## config.mk

```make
export PLATFORM = sky130hd
export DESIGN_NAME = alu_sched
export DESIGN_NICKNAME = d
export VERILOG_FILES = /design/src/rtl/alu_pkg.sv /design/src/rtl/alu_sched_rr_arbiter.sv /design/src/rtl/alu_sched.sv
export SDC_FILE = /design/constraint.sdc
export NUM_CORES = 1
export LEC_CHECK = 0
export ABC_AREA = 0
export CAP_MARGIN = 15
export CORE_AREA = 2 2 161 163
export CTS_CLUSTER_DIAMETER = 40
export CTS_CLUSTER_SIZE = 10
export DETAILED_ROUTE_END_ITERATION = 10
export DIE_AREA = 0 0 163 165
export PLACE_DENSITY = 0.53
export SLEW_MARGIN = 10
export SYNTH_ARGS = -nofsm -noshare
export SYNTH_HDL_FRONTEND = slang
export SYNTH_SLANG_ARGS = --single-unit
```

## constraint.sdc

```tcl
create_clock -name Clk_i -period 3.5 [get_ports Clk_i]
set_input_delay 0.35 -clock Clk_i [delete_from_list [all_inputs] [get_ports Clk_i]]
set_output_delay 0.35 -clock Clk_i [all_outputs]
set_load 0.01 [all_outputs]
```

## src/rtl/alu_pkg.sv

```systemverilog
// alu_pkg: shared opcode constants, opcode type and scheduler FSM states.
// Used by the alu_sched scheduler, its arbiter and the ALU benches.
package alu_pkg;

  typedef logic [1:0] opc_t;

  localparam opc_t OPC_ADD = 2'd0;
  localparam opc_t OPC_SUB = 2'd1;
  localparam opc_t OPC_AND = 2'd2;
  localparam opc_t OPC_OR  = 2'd3;

  typedef enum logic [1:0] {
    IDLE = 2'd0,
    EXEC = 2'd1,
    CAPT = 2'd2,
    RESP = 2'd3
  } state_t;

  // Only the arithmetic opcodes carry a meaningful overflow flag.
  function automatic logic opc_has_ovf(input opc_t opc);
    return (opc == OPC_ADD) || (opc == OPC_SUB);
  endfunction

endpackage

```

## src/rtl/alu_sched_rr_arbiter.sv

```systemverilog
// rr_arbiter: combinational requester selection for alu_sched.
// Build option ALU_SCHED_RR_EN: when defined, round-robin search starting
// after the last winner; when undefined, fixed priority (lowest index wins)
// and i_last is ignored.
module rr_arbiter #(
  parameter int N  = 4,
  parameter int IW = $clog2(N)
) (
  input  logic [N-1:0]  i_req,
  input  logic [IW-1:0] i_last,
  input  logic          i_en,
  output logic [N-1:0]  o_gnt,
  output logic [IW-1:0] o_idx
);

  logic w_found;

`ifdef ALU_SCHED_RR_EN
  logic [IW-1:0] w_pos;

  // Walk last+1, last+2, ... modulo N and take the first active request.
  always_comb begin
    o_gnt   = '0;
    o_idx   = '0;
    w_found = 1'b0;
    w_pos   = '0;
    for (int k = 1; k <= N; k++) begin
      w_pos = IW'((int'(i_last) + k) % N);
      if (!w_found && i_req[w_pos]) begin
        o_gnt[w_pos] = 1'b1;
        o_idx        = w_pos;
        w_found      = 1'b1;
      end
    end
    if (!i_en) begin
      o_gnt = '0;
    end
  end
`else
  logic unused_last;
  assign unused_last = ^i_last;

  // Lowest asserted request index wins.
  always_comb begin
    o_gnt   = '0;
    o_idx   = '0;
    w_found = 1'b0;
    for (int k = 0; k < N; k++) begin
      if (!w_found && i_req[IW'(k)]) begin
        o_gnt[IW'(k)] = 1'b1;
        o_idx         = IW'(k);
        w_found       = 1'b1;
      end
    end
    if (!i_en) begin
      o_gnt = '0;
    end
  end
`endif

endmodule

```

## src/rtl/alu_sched.sv

```systemverilog
// alu_sched: shares one registered 2-bit-opcode 32-bit ALU between REQ_CNT
// requesters. One op in flight: IDLE (grant) -> EXEC (ALU samples operands)
// -> CAPT (capture result) -> RESP (valid/ready result port).
// Build option ALU_SCHED_RR_EN selects round-robin arbitration; otherwise
// fixed priority.
module alu_sched
  import alu_pkg::*;
#(
  parameter int REQ_CNT = 4,
  parameter int ID_W    = $clog2(REQ_CNT)
) (
  input  logic                    Clk_i,
  input  logic                    Reset_i,
  input  logic [REQ_CNT-1:0]      Req_i,
  input  logic [2*REQ_CNT-1:0]    Opc_i,
  input  logic [32*REQ_CNT-1:0]   DinA_i,
  input  logic [32*REQ_CNT-1:0]   DinB_i,
  output logic [REQ_CNT-1:0]      Gnt_o,
  output logic                    Busy_o,
  output logic [1:0]              Alu_Opc_o,
  output logic [31:0]             Alu_DinA_o,
  output logic [31:0]             Alu_DinB_o,
  input  logic [31:0]             Alu_Dout_i,
  input  logic                    Alu_OverFlow_i,
  output logic                    Res_Valid_o,
  input  logic                    Res_Ready_i,
  output logic [ID_W-1:0]         Res_Id_o,
  output logic [31:0]             Res_Dout_o,
  output logic                    Res_OverFlow_o
);

  state_t          r_state;
  opc_t            r_alu_opc;
  logic [31:0]     r_alu_a;
  logic [31:0]     r_alu_b;
  logic [ID_W-1:0] r_id;
  logic [ID_W-1:0] r_last;
  logic            r_res_valid;
  logic [31:0]     r_res_dout;
  logic            r_res_ovf;

  logic               w_idle;
  logic [REQ_CNT-1:0] w_gnt;
  logic [ID_W-1:0]    w_idx;
  opc_t               w_opc_arr [REQ_CNT];
  logic [31:0]        w_a_arr   [REQ_CNT];
  logic [31:0]        w_b_arr   [REQ_CNT];

  // Unpack the flat per-requester buses so the winner can be indexed.
  for (genvar gi = 0; gi < REQ_CNT; gi++) begin : g_slice
    assign w_opc_arr[gi] = Opc_i[2*gi +: 2];
    assign w_a_arr[gi]   = DinA_i[32*gi +: 32];
    assign w_b_arr[gi]   = DinB_i[32*gi +: 32];
  end

  assign w_idle = (r_state == IDLE);

  rr_arbiter #(
    .N  (REQ_CNT),
    .IW (ID_W)
  ) u_arb (
    .i_req  (Req_i),
    .i_last (r_last),
    .i_en   (w_idle),
    .o_gnt  (w_gnt),
    .o_idx  (w_idx)
  );

  // Grant is combinational in IDLE; reset forces it low immediately.
  assign Gnt_o          = Reset_i ? '0 : w_gnt;
  assign Busy_o         = ~w_idle;
  assign Alu_Opc_o      = r_alu_opc;
  assign Alu_DinA_o     = r_alu_a;
  assign Alu_DinB_o     = r_alu_b;
  assign Res_Valid_o    = r_res_valid;
  assign Res_Id_o       = r_id;
  assign Res_Dout_o     = r_res_dout;
  assign Res_OverFlow_o = r_res_ovf;

  // Scheduler FSM: load winner operands, wait for the ALU, capture, hand off.
  always_ff @(posedge Clk_i or posedge Reset_i) begin
    if (Reset_i) begin
      r_state     <= IDLE;
      r_alu_opc   <= OPC_ADD;
      r_alu_a     <= '0;
      r_alu_b     <= '0;
      r_id        <= '0;
      r_last      <= ID_W'(REQ_CNT - 1);
      r_res_valid <= 1'b0;
      r_res_dout  <= '0;
      r_res_ovf   <= 1'b0;
    end else begin
      case (r_state)
        IDLE: begin
          if (|Req_i) begin
            r_alu_opc <= w_opc_arr[w_idx];
            r_alu_a   <= w_a_arr[w_idx];
            r_alu_b   <= w_b_arr[w_idx];
            r_id      <= w_idx;
            r_last    <= w_idx;
            r_state   <= EXEC;
          end
        end
        EXEC: begin
          r_state <= CAPT;
        end
        CAPT: begin
          r_res_dout  <= Alu_Dout_i;
          // Logic ops have no overflow; drop whatever the ALU reports.
          r_res_ovf   <= opc_has_ovf(r_alu_opc) & Alu_OverFlow_i;
          r_res_valid <= 1'b1;
          r_state     <= RESP;
        end
        RESP: begin
          if (Res_Ready_i) begin
            r_res_valid <= 1'b0;
            r_state     <= IDLE;
          end
        end
        default: begin
          r_state <= IDLE;
        end
      endcase
    end
  end

endmodule

```

# Word level (Yosys, flattened, before mapping)
# Cells that the tools add are included.
[op_classes]
n_reduce_logical = 10
bitwise_logic = 3
eq_ne = 6
mux = 19
magnitude_cmp = 1
[op_table]
columns = ["op", "count"]
rows = [
  ["binary-select mux 32 bit (select 2 bit)", 2],
  ["2-to-1 mux 32 bit", 4],
  ["2-to-1 mux 2 bit", 5],
  ["one-hot mux 2 bit (4 select lines)", 1],
  ["AND reduction 2 bit", 3],
  ["binary-select mux 2 bit (select 2 bit)", 1],
  ["== test 2 x 1 -> 1 bit, second input constant", 2],
  ["== test 2 bit, second input constant", 2],
  ["zero test 2 bit", 2],
  ["2-to-1 mux 1 bit", 4],
  ["2-to-1 mux 4 bit", 1],
  ["!= test 2 bit, second input constant", 2],
  ["OR reduction 4 bit", 1],
  ["greater-or-equal comparator 3 bit, second input constant", 1],
  ["NOT 2 -> 3 bit", 1],
  ["one-hot mux 1 bit (2 select lines)", 1],
  ["nonzero test 2 bit", 1],
  ["bitwise AND 1 bit", 1],
  ["logical AND 1 bit", 1],
  ["zero test 1 bit", 1],
  ["logical OR 1 bit", 1],
  ["NOT 1 bit", 1],
]
[word_totals]
output_inout_bits = 107
wordCells = 47
regBits = 104

# Longest topological paths before layout
# Gate-level depths: netlist of run 1.
[depth]
ltp_word = 8
ltp_mapped = 7

# Cells and area by module
# From an unflattened synthesis of run 1, not the netlist that was laid out.
[hier_totals]
hier_cells = 332
hier_area_um2 = 5664.2
[modules_own_cells]
columns = ["module", "instances", "seq_area_each_um2", "cells_per_inst", "area_each_um2"]
rows = [
  ["alu_sched", 1, 2655.0, 325, 5611.6],
  ["rr_arbiter", 1, 0.0, 7, 52.6],
]

# Worst setup path before layout of run 1
# No wires, ideal clock.
[synth_path]
path_type = "input -> output"
start = "input port Reset_i"
end = "output port Gnt_o[0]"
arrival_ns = 2.964
setup_slack_ns = 0.186
stages = 2
required_time_ns = 3.150
cell_sequence = "inv_1 and3_1"
[synth_via]
elab_chain_cells = 1
[synth_lines]
columns = ["element", "line_no", "source"]
rows = [
  ["from (decl)", "alu_sched.sv:13", "input logic Reset_i,"],
  ["2-to-1 mux 4 bit", "alu_sched.sv:70", "assign Gnt_o = Reset_i ? '0 : w_gnt;"],
  ["to (decl)", "alu_sched.sv:18", "output logic [REQ_CNT-1:0] Gnt_o,"],
]
# No other way between the ends.

# Worst setup path in the final report of run 1
[layout_path]
start = "register r_state[0]"
end = "output port Gnt_o[1]"
[layout_via]
elab_chain_cells = 3
[layout_lines]
columns = ["element", "line_no", "source"]
rows = [
  ["from (decl)", "alu_sched.sv:32", "state_t r_state;"],
  ["from (signal assigned)", "alu_sched.sv:83", "r_state <= IDLE;"],
  ["from (signal assigned)", "alu_sched.sv:101", "r_state <= EXEC;"],
  ["from (signal assigned)", "alu_sched.sv:105", "r_state <= CAPT;"],
  ["zero test 2 bit", "alu_sched.sv:56", "assign w_idle = (r_state == IDLE);"],
  ["2-to-1 mux 2 bit", "alu_sched_rr_arbiter.sv:55", "if (!i_en) begin"],
  ["2-to-1 mux 4 bit", "alu_sched.sv:70", ""],
]
# No other way between the ends.

==> reports/qor.yml, run 1 <==
worst_setup_path:
  worstReg2RegStart: "r_state[1]$_DFFE_PP0P_"
  reg2reg_slack_ps: 1790
  reg2reg_to: "Alu_DinA_o[7]$_DFFE_PP0P_"
  critical-path-top-delay-family: "buffers and inverters"
  max_stage_delay_ps: 620
  cp_cell_sequence: "inv_1, ha_1, inv_1, nor3_1, clkdlybuf4s50_1"
  startpoint_type: "register"
  required_ps: 3150
  path_buf_inv: 3
  cp-end-kind: "output pin"
  r2r_cells: 5
  crit_type: "reg -> out"
  crit_top_cell: "inv_1"
  cp.arrival_ps: 1930
  worstPathMaxFanout: 3
  cp_slowest_cell: "clkdlybuf4s50_1"
power_and_ir_drop:
  power.leakage_nw: 3.529
  max-vdd-ir-drop_mv: 0.3158
  power_mw: 6.123
  powerDensity_nw_per_um2: 770.0
synthesis:
  ys_async_sr_fraction: 1.000
  yosysTopAreaCellShare: 0.5676
  synth_edf_count: 0
  synth_area_sq_um: 4541
  synth.mux.area_fraction: 0.2273
  synth.cells.most_frequent: "dfrtp_1, nand2_1, mux2i_1"
  ys_seq_elements: 103
  yosys_warnings: 0
  synth_fa_ha_area_frac: 0.01102
  synthXorXnorAreaFrac: 0
  synth_top_family_by_area: "multiplexers"
  synth-seq-area-share: 0.5676
  yosys-top-cells-area: "dfrtp_1, mux2i_1, mux2_2, nand2_1, o21ai_0"
  yosys.area_share.simple: 0.06448
  synth_cell_types: 25
  synth_compound_area_frac: 0.08570
  synth_most_common_cell: "dfrtp_1"
  synthCells: 388
  avgSynthCellArea_sq_um: 11.70
  synth.largest_area_cell: "dfrtp_1"
  synth_ff_type: "dfrtp_1"
clock_network:
  cts_max_level: 3
  cts.repair.resized: 0
  hold_buffers: 0
  cts.sinks: 103
  postCtsSetupRepairBufs: 0
  cts_tree: "done"
  cts.clk_slew.worst_paths_ps: 70
  clock_latency_ps: 350
  clock_path_buffers: 2
  root_buffer: "clkbuf_16"
  numCtsBuffers: 9
hold_path:
  hold_start: "Alu_DinB_o[28]$_DFFE_PP0P_"
  hold-path-endpoint: "Alu_DinB_o[28]$_DFFE_PP0P_"
  min_path_type: "reg -> reg"
  hold_depth: 2
placement:
  place_hpwl_microns: 10200
  dp.cells: 972
  port_buffers: 275
  gp_congestion: 0.6948
  post-place-ws_ps: 1163
  placed_area_sq_um: 7621
route:
  vias_per_cell: 3.809
  ant_nets: 0
  wl_per_cell_microns: 13.75
  postRouteWirelength_microns: 13570
  drc: 0
  vias: 3759
  firstDrtPassIters: 4
  drt-initial-drc-count: 101
job:
  max_cap_violations: 0
sta:
  finClkSkew_ps: 7.298
  finalSetupViolations: 0
  grt_setup_unrepaired: "false"
  finalSetupTns_ps: 0
  period_needed_ps: 2283
  max-slew-margin-rel: 0.5287
  hold_slack_ps: 476.1
  setup_ws_ps: 1217
  hold_violations: 0
  max_freq_ghz: 0.4380
  worst_slew_pin_slew_ps: 707.0
  drv_slew: 0
  finalCritPeriodShare: 0.6523
finish:
  final_area_sq_um: 7951
  fin_cells: 987
  final_nets: 961
  syn2layout_area_growth_pct: 75.12
  drive_above_1_share: 0.08676
  num_antenna_cells: 0
  utilization: 0.3176
global_routing:
  grt_usage: 0.09978
  antenna_found_initial: 0
  grt_pass1_wl_microns: 20600
  grt_overflow_total: 0
  grt_max_degree: 73
  first_global_vias: 3771
floorplanning:
  die_h_microns: 165
  rows: 58
  initial_utilization: 0.1814
  die_area_sq_um: 26900
  core_sq_um: 25040
  die_x_microns: 163
  ioPinCount: 411
outcome:
  outcome: "complete, no violations"
## state kept, by name (all words and copies together), names as in the netlist
signal	count
Alu_DinA_o	32
Alu_DinB_o	32
Alu_Opc_o	2
Res_Dout_o	32
Res_Id_o	1
Res_OverFlow_o	1
Res_Valid_o	1
r_state	2
## final cells by class
class | instances | area, sq um
clock inverter | 4 | 77.57
inverter | 6 | 25.02
fill | 2623 | 17090
timing repair buffer | 281 | 2823
clock buffer | 11 | 252.7
tap | 330 | 412.9
sequential | 103 | 2577
multi-input combinational | 252 | 1783
## how the worst max path moves through the flow
stage                                 from       end  depth (start not counted)
global placement                  Req_i[1]  Gnt_o[1]                          4
floorplan                          Reset_i  Gnt_o[0]                          2
detailed placement                Req_i[1]  Gnt_o[1]                          4
CTS                 r_state[0]$_DFFE_PP0P_  Gnt_o[1]                          5
finish              r_state[0]$_DFFE_PP0P_  Gnt_o[1]                          5
global route        r_state[0]$_DFFE_PP0P_  Gnt_o[1]                          5
## cells by family (layout without fill, tap and decap cells)
family                   count (synthesis)  in the layout
buffers and inverters                   35            302
adder cells (fa/ha/maj)                  4              4
multiplexers                            99             99
flip-flops                             103            103
AO/OA/AOI/OAI                           72             72
other                                    1              3
AND/OR/NAND/NOR                         74             74
## layout by cell type, fill, tap and decap left out, types with 2 or more instances in the layout
| master | n |
|---|---|
| clkdlybuf4s50_1 | 275 |
| dfrtp_1 | 103 |
| nand2_1 | 67 |
| mux2i_1 | 66 |
| o21ai_0 | 50 |
| mux2_2 | 33 |
| o21ai_1 | 18 |
| clkbuf_16 | 9 |
| inv_1 | 5 |
| ha_1 | 4 |
| buf_4 | 4 |
| conb_1 | 3 |
| clkbuf_8 | 2 |
| bufinv_16 | 2 |
| buf_12 | 2 |
## report_power, final
part           switching [mW]  internal [mW]
logic                    1.24           1.66
registers               0.296           1.79
clock network           0.464          0.667
## layer usage
layer	track usage	wire, microns	vias up
met5	0	0	-
met4	0.02977	197	0
met3	0.04294	1445	16
met2	0.1647	6380	185
met1	0.1178	5549	1700
li1	-	-	1858
## worst reg2reg max path, cell delays in order (launching register included)
cell and delay, ps:
dfrtp_1 390, inv_1 70, ha_1 260, o41ai_4 100
buf_4 500, o21ai_0 240
No activity file was read; power rests on OpenSTA's default activity.
==> inputs of run 2 (changes only) <==
==> constraint.sdc (replaced) <==
create_clock -name Clk_i -period 2.2 [get_ports Clk_i]
set_input_delay 0.22 -clock Clk_i [delete_from_list [all_inputs] [get_ports Clk_i]]
set_output_delay 0.22 -clock Clk_i [all_outputs]
set_load 0.01 [all_outputs]
==> reports/qor.yml, run 2 (synthesis results as in run 1) <==
outcome:
  outcome: "complete, no violations"
placement:
  gp_congestion: 0.6812
  dp.cells: 976
  place_hpwl_microns: 10420
  port_buffers: 275
  post-place-ws_ps: 171.3
sta:
  period_needed_ps: 2051
  finalCritPeriodShare: 0.9324
  setup_ws_ps: 148.8
  grt_setup_unrepaired: "false"
  drv_slew: 0
  max-slew-margin-rel: 0.6125
  finalSetupViolations: 0
  finClkSkew_ps: 13.78
  worst_slew_pin_slew_ps: 581.2
  max_freq_ghz: 0.4875
  hold_violations: 0
  finalSetupTns_ps: 0
finish:
  drive_above_1_share: 0.09215
  num_antenna_cells: 0
  multiInputGateArea_sq_um: 1783
  syn2layout_area_growth_pct: 75.89
  final_nets: 965
  num-fill-cells: 2585
  fin_cells: 992
  mostFrequentLayoutCell: "clkdlybuf4s50_1"
  final_cell_mix: "clkdlybuf4s50_1, dfrtp_1, nand2_1, mux2i_1, o21ai_0"
  utilization: 0.3190
  register_area_sq_um: 2577
clock_network:
  clock_path_buffers: 2
  postCtsSetupRepairBufs: 0
  clock_latency_ps: 350
  cts_tree: "done"
  cts_max_level: 3
  cts.repair.resized: 0
  cts.sinks: 103
  numCtsBuffers: 9
  cts.clk_slew.worst_paths_ps: 80
  hold_buffers: 0
  root_buffer: "clkbuf_16"
route:
  vias: 3755
  drt-initial-drc-count: 96
  wl_per_cell_microns: 14.02
  firstDrtPassIters: 4
  postRouteWirelength_microns: 13900
  drc: 0
  vias_per_cell: 3.785
  ant_nets: 0
worst_setup_path:
  crit_end: "Gnt_o[0]"
  crit_type: "reg -> out"
  cp-end-kind: "output pin"
  reg2reg_to: "Alu_DinA_o[30]$_DFFE_PP0P_"
  startpoint_type: "register"
  max_stage_delay_ps: 540
  crit_start: "r_state[0]$_DFFE_PP0P_"
  cp.arrival_ps: 1830
  required_ps: 1980
  cp_slowest_cell: "clkdlybuf4s50_1"
  r2r_cells: 7
  reg2reg_slack_ps: 630
  cp_cell_sequence: "inv_1, ha_1, and3_1, clkdlybuf4s50_1"
  worstPathMaxFanout: 4
  worstReg2RegStart: "r_state[0]$_DFFE_PP0P_"
power_and_ir_drop:
  switchingPower_mw: 3.227
  seqPwrFrac: 0.342
  combPwrFrac: 0.487
  powerDensity_nw_per_um2: 1213
  power_mw: 9.685
  max-vdd-ir-drop_mv: 0.4170
  clkPwrFrac: 0.171
  power.leakage_nw: 3.536
  switching_share: 0.3332
  p_int_mw: 6.458
floorplanning:
  rows: 58
  initial_utilization: 0.1814
  die_x_microns: 163
  ioPinCount: 411
  core_sq_um: 25040
  die_h_microns: 165
  die_area_sq_um: 26900
global_routing:
  grt_overflow_total: 0
  first_global_vias: 3676
  grt_max_degree: 104
  grt_usage: 0.1009
  antenna_found_initial: 0
  grt_pass1_wl_microns: 20790
job:
  max_cap_violations: 0
hold_path:
  min_path_type: "in -> async"
[run 2: area by class of cell]
| type | count | share of cell area |
|---|---|---|
| clock buffers | 10 | 0.02867 |
| flip-flops and latches | 103 | 0.3227 |
| inverters | 6 | 0.003290 |
| multi-input cells | 252 | 0.2232 |
| repair buffers | 285 | 0.3619 |
| clock inverters | 6 | 0.008460 |
| well taps | 330 | 0.05170 |
[run 2: metrics by stage]
stage | instance area [sq um] | hold slack (ps)
finish | 7986 | 434.6
global route | 7986 | 460.4
CTS | 7986 | 452.3
detailed placement | 7690 | 469.9
global placement | 7690 | 461.7
floorplan | 4552 | 328.6
[run 2: layer usage]
layer  track usage  routed length, microns  up-vias
li1              -                       -     1863
met2        0.1589                    6270      187
met4       0.02977                     175        0
met5             0                       0        -
met3       0.04520                    1538       12
met1        0.1243                    5917     1693
[run 2: worst min-delay path by stage]
stage	depth (start not counted)	slack, ps	from	to
2_1_floorplan	1	330	Res_Ready_i	Res_Valid_o$_DFFE_PP0P_
3_3_place_gp	2	460	Alu_DinA_o[2]$_DFFE_PP0P_	Alu_DinA_o[2]$_DFFE_PP0P_
3_5_place_dp	2	470	Alu_DinA_o[5]$_DFFE_PP0P_	Alu_DinA_o[5]$_DFFE_PP0P_
4_1_cts	3	450	Reset_i	Alu_DinB_o[5]$_DFFE_PP0P_
5_1_grt	2	460	Alu_Dout_i[24]	Res_Dout_o[24]$_DFFE_PP0P_
6_report	3	430	Reset_i	Res_Dout_o[26]$_DFFE_PP0P_
[run 2: power groups by stage]
stage,Sequential [mW],Clock [mW],Combinational (mW)
5_1_grt,3.46,1.83,5.17
2_1_floorplan,3.78,0,1.68
3_3_place_gp,3.32,0,4.81
3_5_place_dp,3.36,0,4.83
6_report,3.32,1.65,4.71
4_1_cts,3.34,1.77,4.83
[run 2: critical path: cells and delay by family, from the launching register on]
| kind | cells | cell delay [ps] |
|---|---|---|
| buffers and inverters | 2 | 650 |
| DFF | 1 | 390 |
| adders and majority gates | 1 | 270 |
| and+or+nand+nor | 1 | 180 |
==> inputs of run 3 (changes only) <==
--- a/config.mk
+++ b/config.mk
@@ -13,6 +13,7 @@
 export DETAILED_ROUTE_END_ITERATION = 10
 export DIE_AREA = 0 0 163 165
 export PLACE_DENSITY = 0.53
+export SETUP_SLACK_MARGIN = 0.3
 export SLEW_MARGIN = 10
 export SYNTH_ARGS = -nofsm -noshare
 export SYNTH_HDL_FRONTEND = slang
==> reports/qor.yml, run 3 (synthesis results as in run 1) <==
outcome:
  outcome: "complete, no violations"
global_routing:
  first_global_vias: 3676
  grt_max_degree: 104
  grt_overflow_total: 0
  grt_pass1_wl_microns: 20790
  antenna_found_initial: 0
  grt_usage: 0.1009
finish:
  drive_above_1_share: 0.09653
  fin_cells: 993
  final_nets: 966
  syn2layout_area_growth_pct: 76.41
  mostFrequentLayoutCell: "clkdlybuf4s50_1"
  final_area_sq_um: 8010
  num_antenna_cells: 0
  final_cell_mix: "clkdlybuf4s50_1, dfrtp_1, nand2_1, mux2i_1, o21ai_0"
clock_network:
  clock_path_buffers: 2
  root_buffer: "clkbuf_16"
  cts_max_level: 3
  numCtsBuffers: 9
  cts.sinks: 103
  cts_tree: "done"
  cts.clk_slew.worst_paths_ps: 80
  clock_latency_ps: 350
sta:
  grt_setup_unrepaired: "false"
  finalCritPeriodShare: 0.7903
  finalSetupViolations: 0
  max_freq_ghz: 0.5752
  finClkSkew_ps: 15.04
  hold_violations: 0
  drv_slew: 0
  worst_slew_pin_slew_ps: 584.6
  period_needed_ps: 1739
  max-slew-margin-rel: 0.6102
worst_setup_path:
  startpoint_type: "register"
  cp-end-kind: "output pin"
  worstPathMaxFanout: 3
  required_ps: 1980
  cp.arrival_ps: 1520
  crit_start: "r_state[1]$_DFFE_PP0P_"
  critical-path-top-delay-family: "buffers and inverters"
  crit_top_cell: "inv_1"
  cp_cell_sequence: "inv_1, ha_1, inv_1, nor3_1, dlygate4sd2_1"
  max_stage_delay_ps: 380
  crit_type: "reg -> out"
  worstReg2RegStart: "r_state[1]$_DFFE_PP0P_"
  path_buf_inv: 3
  cp_slowest_cell: "dfrtp_1"
route:
  firstDrtPassIters: 4
  drc: 0
  drt-initial-drc-count: 99
  postRouteWirelength_microns: 13950
  vias_per_cell: 3.780
  wl_per_cell_microns: 14.05
  vias: 3754
  ant_nets: 0
placement:
  dp.cells: 976
  port_buffers: 275
  place_hpwl_microns: 10420
  placed_area_sq_um: 7690
  gp_congestion: 0.6812
floorplanning:
  core_sq_um: 25040
  die_area_sq_um: 26900
  die_x_microns: 163
  initial_utilization: 0.1814
  rows: 58
  die_h_microns: 165
  ioPinCount: 411
power_and_ir_drop:
  max-vdd-ir-drop_mv: 0.4171
  power.leakage_nw: 3.567
  powerDensity_nw_per_um2: 1213
  power_mw: 9.720
hold_path:
  min_path_type: "in -> async"
job:
  max_cap_violations: 0
==> run 3: cell count changes in the layout (fill, tap and decap cells not counted) <==
cell and change:
dlymetal6s2s_1 +2, ha_1 -1, inv_1 -1, dlygate4sd2_1 +1
ha_4 +1, clkdlybuf4s50_1 -3, inv_2 +1, buf_4 +1
==> run 3: cell type report <==
type | instances | area (sq um)
Clock inverter | 6 | 67.56
Clock buffer | 10 | 229.0
Sequential cell | 103 | 2577
Inverter | 6 | 26.28
Tap cell | 330 | 412.9
Multi-Input combinational cell | 252 | 1795
Fill cell | 2585 | 17030
Timing Repair Buffer | 286 | 2902
==> run 3: what timing repair did <==
item,CTS,global route
resized for setup,2,4
setup buffers,0,1
pin swaps,0,0
endpoints found under the setup margin,2,2
hold buffers,0,0
gates cloned,0,0
==> run 3: worst register-to-register path, cell delays in order (launching register included) <==
cell and delay [ps]:
dfrtp_1 380, buf_4 140, ha_1 180, nor2b_1 140
a21oi_1 190, mux2_2 360
==> run 3: per-stage QoR <==
step | util | setup WS, ps | setup TNS, ps | hold WS [ps]
global placement | 0.3071 | 180.3 | 0 | 461.7
floorplan | - | -165.9 | -165.9 | 328.6
finish | 0.3199 | 461.4 | 0 | 432.8
global route | 0.3199 | 314.3 | 0 | 460.4
CTS | 0.3190 | 160.3 | 0 | 452.3
detailed placement | 0.3071 | 171.3 | 0 | 469.9
==> run 3: metal layers <==
metal  track usage  share of wire  vias up
li1              -              -     1866
met1        0.1243           0.43     1689
met2        0.1589           0.45      187
met3       0.04520           0.11       12
met4       0.02977          0.013        0
met5             0              0        -
==> run 3: power breakdown <==
group,internal (mW),total (mW),switching [mW]
Clock,0.891,1.65,0.764
Sequential,2.85,3.31,0.464
Combinational,2.73,4.75,2.02
Total,6.48,9.72,3.24
==> run 3: worst paths after layout <==
| path | cells past startpoint | endpoint | slack [ps] |
|---|---|---|---|
| worst min register to register | 2 | Alu_DinA_o[5]$_DFFE_PP0P_ | 480 |
| max in group asynchronous | 3 | Alu_DinA_o[3]$_DFFE_PP0P_ | 1330 |
| min in group Clk_i | 2 | Res_Dout_o[15]$_DFFE_PP0P_ | 480 |
| worst max register to register | 5 | r_state[1]$_DFFE_PP0P_ | 700 |
| worst max-delay path | 5 | Gnt_o[1] | 460 |
| worst min-delay path | 3 | Res_Dout_o[26]$_DFFE_PP0P_ | 430 |
